==> config.mk <==
export PLATFORM = sky130hd
export DESIGN_NAME = tile_buffer_ctrl
export DESIGN_NICKNAME = d
export VERILOG_FILES = /design/src/rtl/tile_pkg.sv /design/src/rtl/tile_beat_fifo.sv /design/src/rtl/tile_buffer_ctrl.sv
export SDC_FILE = /design/constraint.sdc
export NUM_CORES = 1
export LEC_CHECK = 0
export ABC_AREA = 0
export BUFFER_PORTS_ARGS = -buffer_cell sky130_fd_sc_hd__buf_4
export CAP_MARGIN = 20
export CORE_AREA = 2 2 535 537
export CTS_CLUSTER_DIAMETER = 30
export DETAILED_ROUTE_END_ITERATION = 12
export DIE_AREA = 0 0 537 539
export SLEW_MARGIN = 20
export SYNTH_ARGS = -nofsm -noshare
export SYNTH_HDL_FRONTEND = slang
export SYNTH_SLANG_ARGS = --single-unit
==> constraint.sdc <==
create_clock -name clk -period 9.07 [get_ports clk]
set_input_delay 0.907 -clock clk [delete_from_list [all_inputs] [get_ports clk]]
set_output_delay 0.907 -clock clk [all_outputs]
set_load 0.02 [all_outputs]
==> src/rtl/tile_pkg.sv <==
// Shared types for the tile buffer controller: pixel/quad layout and FSM states.
package tile_pkg;

    typedef struct packed {
        logic [47:0] color;
        logic [23:0] depth;
    } pixel_t;

    typedef pixel_t [3:0] quad_t;

    typedef enum logic [2:0] {
        ST_IDLE,
        ST_CLEAR,
        ST_RASTER,
        ST_RESOLVE,
        ST_DRAIN
    } state_t;

endpackage

==> src/rtl/tile_beat_fifo.sv <==
// Resolve beat FIFO: power-of-two depth, registered full/empty flags, occupancy output.
module tile_beat_fifo #(
    parameter int DEPTH = 4,
    parameter int WIDTH = 8
) (
    input  logic                     clk,
    input  logic                     rstn,
    input  logic                     i_push,
    input  logic [WIDTH-1:0]         i_data,
    input  logic                     i_pop,
    output logic [WIDTH-1:0]         o_data,
    output logic                     o_full,
    output logic                     o_empty,
    output logic [$clog2(DEPTH):0]   o_count
);
    localparam int AW = $clog2(DEPTH);
    localparam int CW = AW + 1;

    logic [WIDTH-1:0] r_mem [DEPTH];
    logic [AW-1:0]    r_wptr, r_rptr;
    logic [CW-1:0]    r_count;
    logic             r_full, r_empty;
    logic             w_push, w_pop;
    logic [CW-1:0]    w_next_count;

    assign w_push       = i_push && !r_full;
    assign w_pop        = i_pop && !r_empty;
    assign w_next_count = r_count + CW'(w_push) - CW'(w_pop);

    always_ff @(posedge clk or negedge rstn) begin
        if (!rstn) begin
            r_wptr  <= '0;
            r_rptr  <= '0;
            r_count <= '0;
            r_full  <= 1'b0;
            r_empty <= 1'b1;
        end else begin
            if (w_push) r_wptr <= r_wptr + AW'(1);
            if (w_pop)  r_rptr <= r_rptr + AW'(1);
            r_count <= w_next_count;
            r_full  <= (w_next_count == CW'(DEPTH));
            r_empty <= (w_next_count == '0);
        end
    end

    // Storage needs no reset; the empty flag masks stale contents.
    always_ff @(posedge clk) begin
        if (w_push) r_mem[r_wptr] <= i_data;
    end

    assign o_data  = r_mem[r_rptr];
    assign o_full  = r_full;
    assign o_empty = r_empty;
    assign o_count = r_count;

endmodule

==> src/rtl/tile_buffer_ctrl.sv <==
// Tile buffer controller: clear, raster write-through, then resolve the tile out as quad beats.
// Optional stall counter output enabled by defining TILE_BUFFER_CTRL_PERF_EN.
module tile_buffer_ctrl
    import tile_pkg::*;
#(
    parameter int POS_ADDRW   = 8,
    parameter int TILE_WIDTH  = 128,
    parameter int TILE_HEIGHT = 64,
    parameter int FIFO_DEPTH  = 4
) (
    input  logic                 clk,
    input  logic                 rstn,
    input  logic                 i_tile_start,
    input  logic [47:0]          i_clear_color,
    input  logic [23:0]          i_clear_depth,
    output logic                 o_busy,
    input  logic                 r_valid,
    output logic                 r_ready,
    input  logic [POS_ADDRW-1:0] r_x,
    input  logic [POS_ADDRW-1:0] r_y,
    input  quad_t                r_data,
    input  logic [3:0]           r_mask,
    input  logic                 r_last,
    output logic [POS_ADDRW-1:0] tb_write_x,
    output logic [POS_ADDRW-1:0] tb_write_y,
    output quad_t                tb_pixel_data,
    output logic [3:0]           tb_write_mask,
    output logic                 tb_write_valid,
    output logic [POS_ADDRW-1:0] tb_read_x,
    output logic [POS_ADDRW-1:0] tb_read_y,
    output logic                 tb_read_valid,
    input  quad_t                tb_read_data,
    input  logic                 tb_read_data_valid,
    input  logic                 tb_ready,
    output logic                 tb_clear,
    output logic [47:0]          tb_clear_color,
    output logic [23:0]          tb_clear_depth,
    input  logic                 tb_clear_done,
    output quad_t                o_beat_data,
    output logic                 o_beat_valid,
    input  logic                 i_beat_ready,
`ifdef TILE_BUFFER_CTRL_PERF_EN
    output logic [31:0]          o_stall_cycles,
`endif
    output logic                 o_beat_last
);
    localparam int CW = $clog2(FIFO_DEPTH) + 1;
    localparam int QW = $bits(quad_t);

    state_t                r_state, w_next;
    logic [POS_ADDRW-1:0]  r_rx, r_ry;
    logic [CW-1:0]         r_inflight;
    logic                  r_pend_last, r_last_acc, r_tb_clear;
    logic [47:0]           r_clr_color;
    logic [23:0]           r_clr_depth;
    logic                  w_start, w_rd_last, w_can_issue, w_acc_last, w_pop;
    logic                  w_empty, w_full;
    logic [CW-1:0]         w_count;
    logic [QW:0]           w_fifo_q;

    assign w_start     = (r_state == ST_IDLE) && i_tile_start;
    assign w_rd_last   = (r_rx == POS_ADDRW'(TILE_WIDTH - 4)) && (r_ry == POS_ADDRW'(TILE_HEIGHT - 1));
    // Count beats still to land so a read never targets a slot that might not exist.
    assign w_can_issue = ({1'b0, w_count} + {1'b0, r_inflight}) < (CW + 1)'(FIFO_DEPTH);
    assign w_acc_last  = r_valid && r_ready && r_last;
    assign w_pop       = o_beat_valid && i_beat_ready;

    always_comb begin
        w_next         = r_state;
        r_ready        = 1'b0;
        tb_write_valid = 1'b0;
        tb_write_x     = '0;
        tb_write_y     = '0;
        tb_pixel_data  = '0;
        tb_write_mask  = '0;
        tb_read_valid  = 1'b0;
        case (r_state)
            ST_IDLE:    if (i_tile_start) w_next = ST_CLEAR;
            ST_CLEAR:   if (tb_clear_done) w_next = ST_RASTER;
            ST_RASTER: begin
                r_ready        = tb_ready;
                tb_write_valid = r_valid && tb_ready;
                tb_write_x     = r_x;
                tb_write_y     = r_y;
                tb_pixel_data  = r_data;
                tb_write_mask  = r_mask;
                if (w_acc_last) w_next = ST_RESOLVE;
            end
            ST_RESOLVE: begin
                tb_read_valid = w_can_issue;
                if (w_can_issue && w_rd_last) w_next = ST_DRAIN;
            end
            ST_DRAIN:   if (w_empty && r_inflight == '0 && r_last_acc) w_next = ST_IDLE;
            default:    w_next = ST_IDLE;
        endcase
    end

    always_ff @(posedge clk or negedge rstn) begin
        if (!rstn) begin
            r_state     <= ST_IDLE;
            r_rx        <= '0;
            r_ry        <= '0;
            r_inflight  <= '0;
            r_pend_last <= 1'b0;
            r_last_acc  <= 1'b0;
            r_tb_clear  <= 1'b0;
            r_clr_color <= '0;
            r_clr_depth <= '0;
        end else begin
            r_state     <= w_next;
            r_tb_clear  <= w_start;
            r_pend_last <= tb_read_valid && w_rd_last;
            r_inflight  <= r_inflight + CW'(tb_read_valid) - CW'(tb_read_data_valid);
            if (w_start) begin
                r_clr_color <= i_clear_color;
                r_clr_depth <= i_clear_depth;
                r_last_acc  <= 1'b0;
                r_rx        <= '0;
                r_ry        <= '0;
            end else if (tb_read_valid) begin
                if (w_rd_last) begin
                    r_rx <= '0;
                    r_ry <= '0;
                end else if (r_rx == POS_ADDRW'(TILE_WIDTH - 4)) begin
                    r_rx <= '0;
                    r_ry <= r_ry + POS_ADDRW'(1);
                end else begin
                    r_rx <= r_rx + POS_ADDRW'(4);
                end
            end
            if (w_pop && o_beat_last) r_last_acc <= 1'b1;
        end
    end

    // Read latency is exactly one cycle, so the last-read tag lines up with the returning beat.
    tile_beat_fifo #(.DEPTH(FIFO_DEPTH), .WIDTH(QW + 1)) u_fifo (
        .clk     (clk),
        .rstn    (rstn),
        .i_push  (tb_read_data_valid),
        .i_data  ({r_pend_last, tb_read_data}),
        .i_pop   (w_pop),
        .o_data  (w_fifo_q),
        .o_full  (w_full),
        .o_empty (w_empty),
        .o_count (w_count)
    );

    assign o_busy         = (r_state != ST_IDLE);
    assign tb_read_x      = r_rx;
    assign tb_read_y      = r_ry;
    assign tb_clear       = r_tb_clear;
    assign tb_clear_color = r_clr_color;
    assign tb_clear_depth = r_clr_depth;
    assign o_beat_valid   = !w_empty;
    assign o_beat_data    = w_empty ? '0 : quad_t'(w_fifo_q[QW-1:0]);
    assign o_beat_last    = !w_empty && w_fifo_q[QW];

`ifdef TILE_BUFFER_CTRL_PERF_EN
    logic [31:0] r_stall_cnt;
    always_ff @(posedge clk or negedge rstn) begin
        if (!rstn)                                                    r_stall_cnt <= '0;
        else if (w_start)                                             r_stall_cnt <= '0;
        else if (o_beat_valid && !i_beat_ready && r_stall_cnt != '1)  r_stall_cnt <= r_stall_cnt + 32'd1;
    end
    assign o_stall_cycles = r_stall_cnt;
`endif

endmodule

==> flow_summary.toml, run 1 <==
[place]
dp_hpwl_microns = 195000
gp_congestion = 0.937
place_area_sq_um = 64700
placed_cells = 7656
port_buffers = 1365

[pwr]
p_leak_uw = 0.0278
power.internal_uw = 17000
clock_power_share_pct = 38.6
p_sw_uw = 7910
p_per_area_nw_per_um2 = 337
pwr-share-comb_pct = 30.1
vdd_drop_max_v = 0.000224
switching_share_pct = 31.7
p_seq_share_pct = 31.3

[floorplan]
start_util_pct = 17.6
num_rows = 196
die_area_sq_um = 289000
die_h_microns = 539
die_width_microns = 537
top_level_ports = 1368
coreArea_sq_um = 284000

[global_route]
grt_start_max_net_pins = 190
grt_pass1_vias = 33579
antenna_found_initial = 60
grt_pass1_wl_microns = 327000
gr-total-overflow = 0
grt_use_total_pct = 17.1

[synthesis]
synth_seq_cells = 1260
synth.top_cell.area_share_pct = 69.5
synth_enable_flop_cells = 1156
synth_area_per_cell_sq_um = 18.8
ys_top_cells_by_area = "edfxtp_1, mux4_2, and2_1, dfrtp_1, nand2_1"
seq_area_frac_synth_pct = 74.7
synth_flop_cell = "edfxtp_1"
synth-async-reset-ratio_pct = 8.25
synthTopCellsByCount = "edfxtp_1, and2_1, mux4_2"
synthCells = 2654
ys_warn_count = 0
yosysTopAreaCell = "edfxtp_1"
synth.distinct_cells = 51
syn_area_sq_um = 50000
yosysMostFrequentCell = "edfxtp_1"

[drt]
drt_iter0_drc = 2533
drt_wl_total_microns = 255000
dr.pass1.iters = 7
wl_per_cell_microns = 31.2
num_vias = 31744
drc = 0
ant_nets = 0
viasPerCell = 3.88

[cts]
cts-buffers-inserted = 269
cts_resized = 0
clock_latency_ps = 880
clockBufferDepth = 4
post_cts_buffers = 0
cts_tree = "yes"
root_buffer = "clkbuf_16"
hold_buffers = 0
clock_sinks = 1260
htreeDepth = 5
clkTransAtPathRegs_ps = 40

[run]
max-cap-violations = 0

[worst_setup_path]
worstPathRequired_ps = 8160
path_max_fanout = 76
start_kind = "flop"
path_class = "reg2out"
end_kind = "output pin"
arrival_ps = 4300

[finish]
syn_to_final_growth_pct = 47.7
num-nets-final = 4858
final_core_util_pct = 26.0
multi_input_area_sq_um = 12000
fillCellCount = 29044
fin_cells = 8185
regArea_sq_um = 37300
drive_above_1_share_pct = 48.5
final_area_sq_um = 73800

[run_status]
status = "complete, no violations"

[sta]
rsz0062_at_grt = "false"
max_freq_mhz = 192
setup-tns-final_ps = 0
fin_crit_ps = 5210
tightest_slew_ps = 1280
report.final.slew_viol_count = 0
setup_viol = 0
min_period_over_period_pct = 57.4
hold_viol = 0
slew_headroom_pct = 14.8
skew_ps = 57.6

[hold_path]
hold_class = "in2async"
## metrics by stage
step           worst slack, ps  hold slack (ps)  total power (uW)
2_1_floorplan              543              455             12400
3_3_place_gp              4710              459             15400
3_5_place_dp              4670              464             15500
4_1_cts                   3720             55.2             25200
5_1_grt                   3500              120             25900
6_report                  3860              150             24900
## worst paths after layout
| path | endpoint | slack, ps | cells past startpoint | startpoint |
|---|---|---|---|---|
| hold reg to reg | tb_clear_color[44] | 470 | 2 | tb_clear_color[44] |
| min in group clk | u_fifo.r_mem[1][61] | 240 | 1 | tb_read_data[61] |
| setup reg to reg | u_fifo.r_mem[0][213] | 5530 | 4 | u_fifo.o_full |
| hold / removal | tb_read_x[5] | 150 | 1 | rstn |
| max in group asynchronous | tb_clear_depth[9] | 7610 | 2 | rstn |
| setup / recovery | o_beat_data[231] | 3860 | 6 | u_fifo.r_rptr[0] |
## critical path: stages (launching register included)
cell     delay (ps)
dfrtp_4         930
buf_4           530
buf_12          290
buf_16          430
mux4_2          600
and2_1          210
buf_4           170
## area by class of cell
| type | instances | share of cell area (%) |
|---|---|---|
| Antenna cell | 38 | 0.129 |
| Clock buffer | 308 | 9.39 |
| Clock inverter | 182 | 2.78 |
| Tap cell | 3762 | 6.38 |
| Sequential cell | 1260 | 50.6 |
| Multi-Input combinational cell | 1225 | 16.2 |
| Timing Repair Buffer | 1393 | 14.4 |
| Inverter | 17 | 0.0983 |
## placed cells by master (no fill, tap or decap), types with 3 or more instances in the layout
master and n:
ha_1 13, clkinv_16 7, and2_1 599, clkinv_4 14, inv_1 15, nor2b_1 4, clkinv_1 31, clkbuf_16 271
nand4_1 3, clkinv_2 48, nor2_1 5, clkinv_8 5, diode_2 38, mux4_2 289, inv_16 9, edfxtp_1 1156
inv_6 20, and2_4 4, clkbuf_1 36, a21oi_1 7, bufinv_16 25, nor3b_1 3, nand2_1 228, nand3_1 10
clkinvlp_4 24, xnor2_1 5, dfrtp_1 101, buf_12 14, o21ai_0 10, buf_4 1378, and3_1 6
## flip-flops by register name (all words and copies together), names as in the netlist
name,flops
r_inflight,3
r_last_acc,1
r_pend_last,1
r_state,3
tb_clear,1
tb_clear_color,48
tb_clear_depth,24
tb_read_x,6
tb_read_y,8
u_fifo.o_count,3
u_fifo.o_empty,1
u_fifo.o_full,1
u_fifo.r_mem,1156
u_fifo.r_rptr,2
u_fifo.r_wptr,2
## power groups by stage
stage                     Combinational (uW)  Clock, uW  Sequential [uW]
after CTS                               7630       9810             7790
final                                   7500       9610             7790
after global placement                  7610          0             7830
after global routing                    7940      10100             7860
after floorplan                         4330          0             8050
after detailed placement                7590          0             7890
## cell families after synthesis
| logic type | Yosys count | synth area share (%) |
|---|---|---|
| other cells | 1 | 0.00750 |
| mux | 290 | 13.0 |
| xor+xnor | 7 | 0.123 |
| fa+ha+maj | 15 | 0.406 |
| buf+inv | 170 | 1.44 |
| compound gates | 30 | 0.386 |
| flops | 1260 | 74.7 |
| simple gates | 881 | 9.93 |
## layer usage
| layer | vias to the layer above | GRT usage [%] | share of wire (%) |
|---|---|---|---|
| met2 | 1542 | 29.7 | 51 |
| met1 | 16453 | 16.4 | 32 |
| li1 | 13312 | - | - |
| met4 | 30 | 13.6 | 8.7 |
| met3 | 407 | 5.60 | 7.9 |
| met5 | - | 0 | 0.077 |
Power figures use the tool's default switching activity.
==> run 2, diff against run 1 <==
--- a/config.mk
+++ b/config.mk
@@ -5,13 +5,13 @@
 export SDC_FILE = /design/constraint.sdc
 export NUM_CORES = 1
 export LEC_CHECK = 0
-export ABC_AREA = 0
+export ABC_AREA = 1
 export BUFFER_PORTS_ARGS = -buffer_cell sky130_fd_sc_hd__buf_4
 export CAP_MARGIN = 20
-export CORE_AREA = 2 2 535 537
+export CORE_AREA = 2 2 527 529
 export CTS_CLUSTER_DIAMETER = 30
 export DETAILED_ROUTE_END_ITERATION = 12
-export DIE_AREA = 0 0 537 539
+export DIE_AREA = 0 0 529 531
 export SLEW_MARGIN = 20
 export SYNTH_ARGS = -nofsm -noshare
 export SYNTH_HDL_FRONTEND = slang
==> constraint.sdc (replaced) <==
create_clock -name clk -period 5.15 [get_ports clk]
set_input_delay 0.515 -clock clk [delete_from_list [all_inputs] [get_ports clk]]
set_output_delay 0.515 -clock clk [all_outputs]
set_load 0.02 [all_outputs]
==> flow_summary.toml, run 2 <==
[run_status]
status = "complete, no violations"

[sta]
report.final.slew_viol_count = 0
min_period_over_period_pct = 90.4
setup-tns-final_ps = 0
skew_ps = 82.7
slew_headroom_pct = 10.5
hold_viol = 0
fin_hold_ws_ps = 94.3
max_freq_mhz = 215
tightest_slew_ps = 1340
rsz0062_at_grt = "false"
setup_viol = 0
fin_crit_ps = 4660

[hold_path]
hp-start = "i_clear_depth[5]"
hold_class = "in2reg"
min_path_cells = 3

[worst_setup_path]
end_kind = "output pin"
r2r_cells = 9
worstPathRequired_ps = 4640
arrival_ps = 4140
crit_start = "u_fifo.r_rptr[0]"
r2r-start = "u_fifo.o_empty"
path_max_fanout = 148
path_class = "reg2out"
start_kind = "flop"
rrSetupSlack_ps = 2340

[place]
gp_congestion = 0.979
place_area_sq_um = 65900
placed_cells = 9365
dp_hpwl_microns = 229000
port_buffers = 1365

[floorplan]
num_rows = 193
coreArea_sq_um = 275000
top_level_ports = 1368
die_width_microns = 529
die_h_microns = 531
start_util_pct = 18.7
die_area_sq_um = 281000

[pwr]
switching_share_pct = 41.0
pwr-share-comb_pct = 40.5
p_sw_uw = 21700
clock_power_share_pct = 32.8
p_seq_share_pct = 26.7
p_per_area_nw_per_um2 = 669
power.internal_uw = 31200
p_leak_uw = 0.0317
vdd_drop_max_v = 0.000396

[cts]
clock_latency_ps = 870
htreeDepth = 5
cts_tree = "yes"
clockBufferDepth = 4
root_buffer = "clkbuf_16"
cts_resized = 0
cts-buffers-inserted = 277
clkTransAtPathRegs_ps = 50
post_cts_buffers = 0
clock_sinks = 1260

[synthesis]
synth_enable_flop_cells = 1156
yosysMostFrequentCell = "nor2_1"
synth.top_cell.area_share_pct = 67.3
synthTopCellsByCount = "nor2_1, edfxtp_1, o21ai_0"
synth_seq_cells = 1260
synthCells = 4598
synth_area_per_cell_sq_um = 11.2
synth_flop_cell = "edfxtp_1"
ys_top_cells_by_area = "edfxtp_1, nor2_1, o21ai_0, dfrtp_1, a21oi_1"
synth.distinct_cells = 34
synth-async-reset-ratio_pct = 8.25
syn_area_sq_um = 51600
seq_area_frac_synth_pct = 72.3
ys_warn_count = 0
yosysTopAreaCell = "edfxtp_1"

[global_route]
grt_pass1_vias = 43114
grt_pass1_wl_microns = 382000
antenna_found_initial = 50
grt_use_total_pct = 20.2
gr-total-overflow = 0
grt_start_max_net_pins = 149

[drt]
ant_nets = 0
dr.pass1.iters = 7
viasPerCell = 4.18
num_vias = 42932
drc = 0
drt_iter0_drc = 3323
wl_per_cell_microns = 29.0
drt_wl_total_microns = 298000

[finish]
layout_commonest_cell = "nor2_1"
drive_above_1_share_pct = 28.6
fin_cells = 10271
num-nets-final = 7091
final_area_sq_um = 79000
syn_to_final_growth_pct = 53.1
mostFrequentLayoutCells = "nor2_1, buf_4, edfxtp_1"
regMostFlops = "u_fifo.r_mem"
largest_reg_flops = 1156

[run]
max-cap-violations = 0
## run 2: layout make-up
class | instances | area (sq um)
fillers | 28257 | 196000
flip-flops and latches | 1260 | 37300
repair buffers | 1799 | 14800
multi-input cells | 2711 | 11600
clock buffers | 318 | 7190
well taps | 3607 | 4510
clock inverters | 188 | 2100
inverters | 350 | 1340
diodes | 38 | 95.1
## run 2: per-layer routing
metal  track usage [%]  up-vias  wire [microns]
met3              5.44      569           20900
met4              19.0       28           33300
li1                  -    19210               -
met2              36.4     1933          152000
met1              18.4    21192           91600
met5                 0        -             189
## run 2: worst max-delay path, stage by stage, from the launching register on
cell,delay (ps)
dfrtp_4,750
inv_8,760
buf_4,750
o21ai_0,230
a21oi_1,350
buf_4,220
## run 2: final timing paths
| kind | end |
|---|---|
| max | o_beat_data[94] |
| min | tb_clear_depth[5] |
| max reg2reg | u_fifo.o_full |
| min reg2reg | tb_clear_color[5] |
| max in group asynchronous | u_fifo.r_rptr[1] |
| min in group asynchronous | tb_clear_depth[21] |
## run 2: per-stage QoR
step	util (%)	setup WS [ps]	total power (uW)
2_1_floorplan	-	-321	24700
3_3_place_gp	23.9	1490	35300
3_5_place_dp	24.0	1420	35500
4_1_cts	28.6	451	53300
5_1_grt	28.7	273	54900
6_report	28.7	493	52800
## run 2: logic make-up (layout without fill, tap and decap cells)
group | after synthesis | count (layout) | synth area share, %
AO/OA/AOI/OAI | 883 | 883 | 8.59
other | 1 | 40 | 0.00727
adder cells (fa/ha/maj) | 15 | 15 | 0.393
AND/OR/NAND/NOR | 1803 | 1803 | 13.3
XOR/XNOR | 8 | 8 | 0.136
flip-flops | 1260 | 1260 | 72.3
buffers and inverters | 628 | 2655 | 5.23
## run 2: what timing repair did
action | in CTS | in global routing
endpoints found under the setup margin | 0 | 0
hold buffers | 362 | 0
endpoints found under the hold margin | 1255 | 0
## run 2: power by group through the flow
stage               logic, uW  registers (uW)  clock network [uW]
global route            22500           14300               18100
detailed placement      21200           14300                   0
finish                  21400           14100               17300
global placement        21100           14200                   0
CTS                     21600           14100               17600
floorplan               10100           14600                   0
